`config.mk`:
```
export PLATFORM = sky130hd
export DESIGN_NAME = intr_ctrl
export DESIGN_NICKNAME = d
export VERILOG_FILES = /design/src/rtl/intr_ctrl.sv
export SDC_FILE = /design/constraint.sdc
export NUM_CORES = 1
export LEC_CHECK = 0
export ABC_AREA = 1
export ABC_CLOCK_PERIOD_IN_PS = 4730
export CAP_MARGIN = 0
export CORE_ASPECT_RATIO = 0.5
export CORE_UTILIZATION = 52
export DETAILED_ROUTE_END_ITERATION = 16
export PLACE_DENSITY = 0.84
export REMOVE_ABC_BUFFERS = 1
export SKIP_CTS_REPAIR_TIMING = 1
export SLEW_MARGIN = 10
export SYNTH_ARGS = -nofsm -noshare
export SYNTH_HDL_FRONTEND = slang
export SYNTH_SLANG_ARGS = --single-unit
```
`constraint.sdc`:
```
create_clock -name clk -period 4.73 [get_ports clk]
set_input_delay 1.1825 -clock clk [delete_from_list [all_inputs] [get_ports clk]]
set_output_delay 1.1825 -clock clk [all_outputs]
set_load 0.05 [all_outputs]
```
`src/rtl/intr_ctrl.sv`:
```
// intr_ctrl: machine-mode trap and interrupt controller for a single-hart core.
// Holds mstatus/mie/mip/mtvec/mepc/mcause, takes the machine timer interrupt,
// ECALL traps and MRET returns at commit, and issues a one-cycle registered
// flush/redirect to the pipeline.
//
// Ports:
//   clk, rst           clock, synchronous active-high reset
//   timer_irq_i        machine timer interrupt level
//   commit_valid_i     an instruction commits this cycle
//   commit_pc_i        PC of the committing instruction
//   commit_next_pc_i   PC the pipeline would fetch next
//   ecall_i, mret_i    committing instruction is ECALL / MRET
//   csr_wen_i          CSR write strobe
//   csr_addr_i         CSR address (read and write)
//   csr_wdata_i        CSR write data
//   csr_rdata_o        CSR read data, combinational from csr_addr_i
//   trap_flush_o       flush/redirect pulse, high while the FSM is in FLUSH
//   trap_pc_o          redirect target, valid while trap_flush_o=1
//   irq_taken_o        pulse with trap_flush_o when an interrupt was taken
//
// state  | meaning
// IDLE   | evaluating commits for interrupt / ECALL / MRET
// FLUSH  | redirect issued this cycle, commit inputs ignored
module intr_ctrl (
  input  logic        clk,
  input  logic        rst,
  input  logic        timer_irq_i,
  input  logic        commit_valid_i,
  input  logic [63:0] commit_pc_i,
  input  logic [63:0] commit_next_pc_i,
  input  logic        ecall_i,
  input  logic        mret_i,
  input  logic        csr_wen_i,
  input  logic [11:0] csr_addr_i,
  input  logic [63:0] csr_wdata_i,
  output logic [63:0] csr_rdata_o,
  output logic        trap_flush_o,
  output logic [63:0] trap_pc_o,
  output logic        irq_taken_o
);

  localparam logic [0:0] S_IDLE  = 1'b0;
  localparam logic [0:0] S_FLUSH = 1'b1;

  localparam logic [11:0] A_MSTATUS = 12'h300;
  localparam logic [11:0] A_MIE     = 12'h304;
  localparam logic [11:0] A_MTVEC   = 12'h305;
  localparam logic [11:0] A_MEPC    = 12'h341;
  localparam logic [11:0] A_MCAUSE  = 12'h342;
  localparam logic [11:0] A_MIP     = 12'h344;

  localparam logic [63:0] CAUSE_MTI   = {1'b1, 63'd7};
  localparam logic [63:0] CAUSE_ECALL = 64'd11;

  logic [0:0]  state_q, state_d;
  logic        mie_q, mie_d;       // mstatus.MIE
  logic        mpie_q, mpie_d;     // mstatus.MPIE
  logic        mtie_q, mtie_d;     // mie.MTIE
  logic        mtip_q, mtip_d;     // mip.MTIP
  logic [63:0] mtvec_q, mtvec_d;
  logic [63:0] mepc_q, mepc_d;
  logic [63:0] mcause_q, mcause_d;
  logic [63:0] trap_pc_q, trap_pc_d;
  logic        irq_taken_q, irq_taken_d;

  logic        in_idle;
  logic        take_irq;
  logic        do_ecall;
  logic        do_mret;

  // CSR read mux; MPP is hardwired to machine mode.
  always_comb begin
    csr_rdata_o = 64'd0;
    case (csr_addr_i)
      A_MSTATUS: csr_rdata_o = {51'd0, 2'b11, 3'd0, mpie_q, 3'd0, mie_q, 3'd0};
      A_MIE:     csr_rdata_o = {56'd0, mtie_q, 7'd0};
      A_MTVEC:   csr_rdata_o = mtvec_q;
      A_MEPC:    csr_rdata_o = mepc_q;
      A_MCAUSE:  csr_rdata_o = mcause_q;
      A_MIP:     csr_rdata_o = {56'd0, mtip_q, 7'd0};
      default:   csr_rdata_o = 64'd0;
    endcase
  end

  assign in_idle  = (state_q == S_IDLE);
  assign take_irq = in_idle & commit_valid_i & mie_q & mtie_q & mtip_q;
  assign do_ecall = in_idle & commit_valid_i & ecall_i & ~take_irq;
  assign do_mret  = in_idle & commit_valid_i & mret_i & ~take_irq & ~ecall_i;

  always_comb begin
    state_d     = S_IDLE;
    mie_d       = mie_q;
    mpie_d      = mpie_q;
    mtie_d      = mtie_q;
    mtip_d      = timer_irq_i;
    mtvec_d     = mtvec_q;
    mepc_d      = mepc_q;
    mcause_d    = mcause_q;
    trap_pc_d   = trap_pc_q;
    irq_taken_d = 1'b0;

    // Software CSR writes go first so a same-cycle trap/mret update below
    // overrides only the fields it owns.
    if (csr_wen_i) begin
      case (csr_addr_i)
        A_MSTATUS: begin
          mie_d  = csr_wdata_i[3];
          mpie_d = csr_wdata_i[7];
        end
        A_MIE:    mtie_d   = csr_wdata_i[7];
        A_MTVEC:  mtvec_d  = {csr_wdata_i[63:2], 2'b00};
        A_MEPC:   mepc_d   = {csr_wdata_i[63:2], 2'b00};
        A_MCAUSE: mcause_d = csr_wdata_i;
        default: ;
      endcase
    end

    if (take_irq) begin
      mepc_d      = commit_next_pc_i;
      mcause_d    = CAUSE_MTI;
      mpie_d      = mie_q;
      mie_d       = 1'b0;
      trap_pc_d   = mtvec_q;
      irq_taken_d = 1'b1;
      state_d     = S_FLUSH;
    end else if (do_ecall) begin
      mepc_d    = commit_pc_i;
      mcause_d  = CAUSE_ECALL;
      mpie_d    = mie_q;
      mie_d     = 1'b0;
      trap_pc_d = mtvec_q;
      state_d   = S_FLUSH;
    end else if (do_mret) begin
      mie_d     = mpie_q;
      mpie_d    = 1'b1;
      trap_pc_d = mepc_q;
      state_d   = S_FLUSH;
    end
  end

  always_ff @(posedge clk) begin
    if (rst) begin
      state_q     <= S_IDLE;
      mie_q       <= 1'b0;
      mpie_q      <= 1'b0;
      mtie_q      <= 1'b0;
      mtip_q      <= 1'b0;
      mtvec_q     <= 64'd0;
      mepc_q      <= 64'd0;
      mcause_q    <= 64'd0;
      trap_pc_q   <= 64'd0;
      irq_taken_q <= 1'b0;
    end else begin
      state_q     <= state_d;
      mie_q       <= mie_d;
      mpie_q      <= mpie_d;
      mtie_q      <= mtie_d;
      mtip_q      <= mtip_d;
      mtvec_q     <= mtvec_d;
      mepc_q      <= mepc_d;
      mcause_q    <= mcause_d;
      trap_pc_q   <= trap_pc_d;
      irq_taken_q <= irq_taken_d;
    end
  end

  assign trap_flush_o = (state_q == S_FLUSH);
  assign trap_pc_o    = trap_pc_q;
  assign irq_taken_o  = irq_taken_q;

endmodule

```
==> results of run 1 <==
layer usage:
metal  GRT usage  part of all wire
met5           0                 0
met4      0.1816             0.048
met3     0.05311             0.078
met2      0.5964              0.47
met1      0.4326              0.41
registers in the layout (all words and copies together), names as in the netlist:
register and cells:
mtip_q 1, trap_flush_o 1, mtvec_q 62, mpie_q 1
mie_q 1, trap_pc_o 64, mepc_q 64, mcause_q 64
irq_taken_o 1, mtie_q 1
cell families after synthesis:
logic type,synth area share
buf+inv,0.09807
simple gates,0.2853
compound gates,0.1831
flops,0.4336
where the power goes:
group | total (mW) | switching (mW) | internal [mW]
clock | 1.83 | 0.831 | 0.996
sequential | 2.28 | 0.0393 | 2.24
combinational | 0.540 | 0.294 | 0.246
layout make-up:
class,instances,area [um^2],share of cell area
diodes,1,2.502,0.0001489
multi-input cells,1227,5645,0.3358
repair buffers,363,4289,0.2552
clock buffers,36,684.4,0.04071
well taps,300,375.4,0.02233
inverters,154,579.3,0.03446
flip-flops and latches,260,5205,0.3096
clock inverters,5,28.78,0.001712
cells in the mapped netlist:
| cell | number |
|---|---|
| nand2_1 | 477 |
| nor2_1 | 269 |
| dfxtp_1 | 260 |
| o21ai_0 | 174 |
| inv_1 | 146 |
| nand3_1 | 71 |
| a21oi_1 | 64 |
| a31oi_1 | 63 |
| o221ai_1 | 58 |
| buf_2 | 56 |
| clkbuf_1 | 52 |
| o21ai_1 | 16 |
| buf_4 | 13 |
| inv_2 | 8 |
| nand4_1 | 7 |
| nor2_4 | 6 |
| nand3_2 | 4 |
| nand2_2 | 3 |
| or2_2 | 3 |
| a22o_1 | 2 |
| buf_6 | 2 |
| nand2_4 | 2 |
| nand3b_1 | 2 |
| nor3_1 | 2 |
| buf_1 | 1 |
| nor2_2 | 1 |
| nor2_8 | 1 |
| o21a_1 | 1 |
| or2_1 | 1 |
through the flow:
step                setup slack (ns)  std cells  cell area [um^2]  power [mW]
floorplan                    0.05409       1641             11410       2.529
global placement              0.5022       2304             16090       2.850
detailed placement            0.4458       2304             16090       2.858
CTS                           0.3972       2345             16810       4.652
global route                  0.2527       2346             16810       4.795
finish                        0.3757       2346             16810       4.645
worst max-delay path, delay by kind of cell:
family,cells,cell delay [ns]
AO/OA/AOI/OAI,1,0.17
AND/OR/NAND/NOR,5,0.63
buffers and inverters,5,1.16
path summary, 6_finish.rpt:
kind | endpoint | slack (ns)
hold / removal | mcause_q[11] | 0.45
setup / recovery | csr_rdata_o[58] | 0.38
hold reg to reg | mcause_q[11] | 0.45
setup reg to reg | mepc_q[17] | 2.44
==> flow_summary.yaml, run 1 <==
status:
  status: "complete, no violations"
timing:
  post-route-period-util: 0.9206
  fmax_mhz: 229.7
  min_period_ns: 4.354
  tightest_slew_ns: 0.9176
  setup_viol: 0
  holdWs_ns: 0.4526
  slew_viol_final: 0
  fin_skew_ns: 0.01360
  slew-limit-headroom: 0.3874
  rsz0062_at_grt: "no"
  finalHoldViolations: 0
  tns_ns: 0
grt:
  antenna_found_initial: 1
  grt_max_degree: 109
  grt_pass1_vias: 12762
  grt.total_usage: 0.3486
  grt_pass1_wl_um: 66120
  grt_overflow: 0
cts:
  clk_pin_slew_worst_paths_ns: 0.07
  cts_root_buf: "clkbuf_16"
  clock-sinks: 260
  cts_htree_levels: 1
  cts_buffers: 23
  worstSkewPairLatency_ns: 0.53
  cts_tree: "yes"
  cts_buffer_depth: 3
worst_setup_path:
  cp_slowest_cell: "clkdlybuf4s50_1"
  cp.arrival_ns: 3.17
  endpoint_kind: "output port"
  required_ns: 3.55
  crit_fanout: 31
  crit_start: "csr_addr_i[9]"
  slowest_delay_ns: 0.48
  worstPathCellList: "clkdlybuf4s50_1 > nand2_1 > inv_1 > nand2_2 > nor2_4 > nand2_1 > inv_2 > buf_4 > nand2_1 > o221ai_1 > buf_12"
  rr_worst_depth: 8
  cp_common_cell: "nand2_1"
  r2r_start: "mie_q"
  crit_path_start_kind: "input port"
  worst-setup-path-type: "input port to output port"
logic_synthesis:
  synthesis.area_um2: 12010
  syn_inst: 1765
  synth_top_area_frac: 0.4336
  yosysSeqAreaShare: 0.4336
  ys_types: 29
  yosysTopAreaCell: "dfxtp_1"
  yosys_warnings: 0
  synth_top_cells_by_area: "dfxtp_1 43%, nand2_1 15%, nor2_1 8.4%"
  synth_seq_cells: 260
  syn_area_per_cell_um2: 6.802
detailed_routing:
  drt_iter0_markers: 1271
  ant_nets: 0
  route.detailed.drc: 0
  wl_per_cell_um: 17.80
  totalWireLength_um: 41770
  via_count: 13061
  avgViaCountPerCell: 5.567
  drt_first_pass_iters: 7
cells_and_area:
  fin_nets: 2240
  utilization: 0.7587
  final_cell_mix: "476 x nand2_1, 275 x clkdlybuf4s50_1, 268 x nor2_1"
  layout_commonest_cell: "nand2_1"
  fill_cells: 1690
  layout-drive-gt1-share: 0.07482
  syn2layout_area_growth_pct: 40.02
flow_run:
  cap_violations: 0
hold_path:
  hold_class: "register to register"
  hold_start: "mcause_q[11]"
  hold_depth: 2
placement:
  gp_congestion: 0.9345
  port_buffers: 340
  dpl.hpwl_um: 26690
floorplan:
  die_area_um2: 23740
  die_x_um: 216.9
  start_util: 0.5418
  die_h_um: 109.4
  ioPinCount: 341
  rows: 38
  fp.coreArea_um2: 22160
power_and_ir_drop:
  peakVddDrop_uv: 201.1
  p_per_area_nw_per_um2: 276.3
  p_leak_nw: 6.357
No activity file was read; power rests on OpenSTA's default activity.
==> run 2: changes to the inputs <==
CTS_CLUSTER_DIAMETER = 200   (was default)
==> results of run 2 <==
Same layout as run 1: the final DEF is identical, and so are final timing and power.
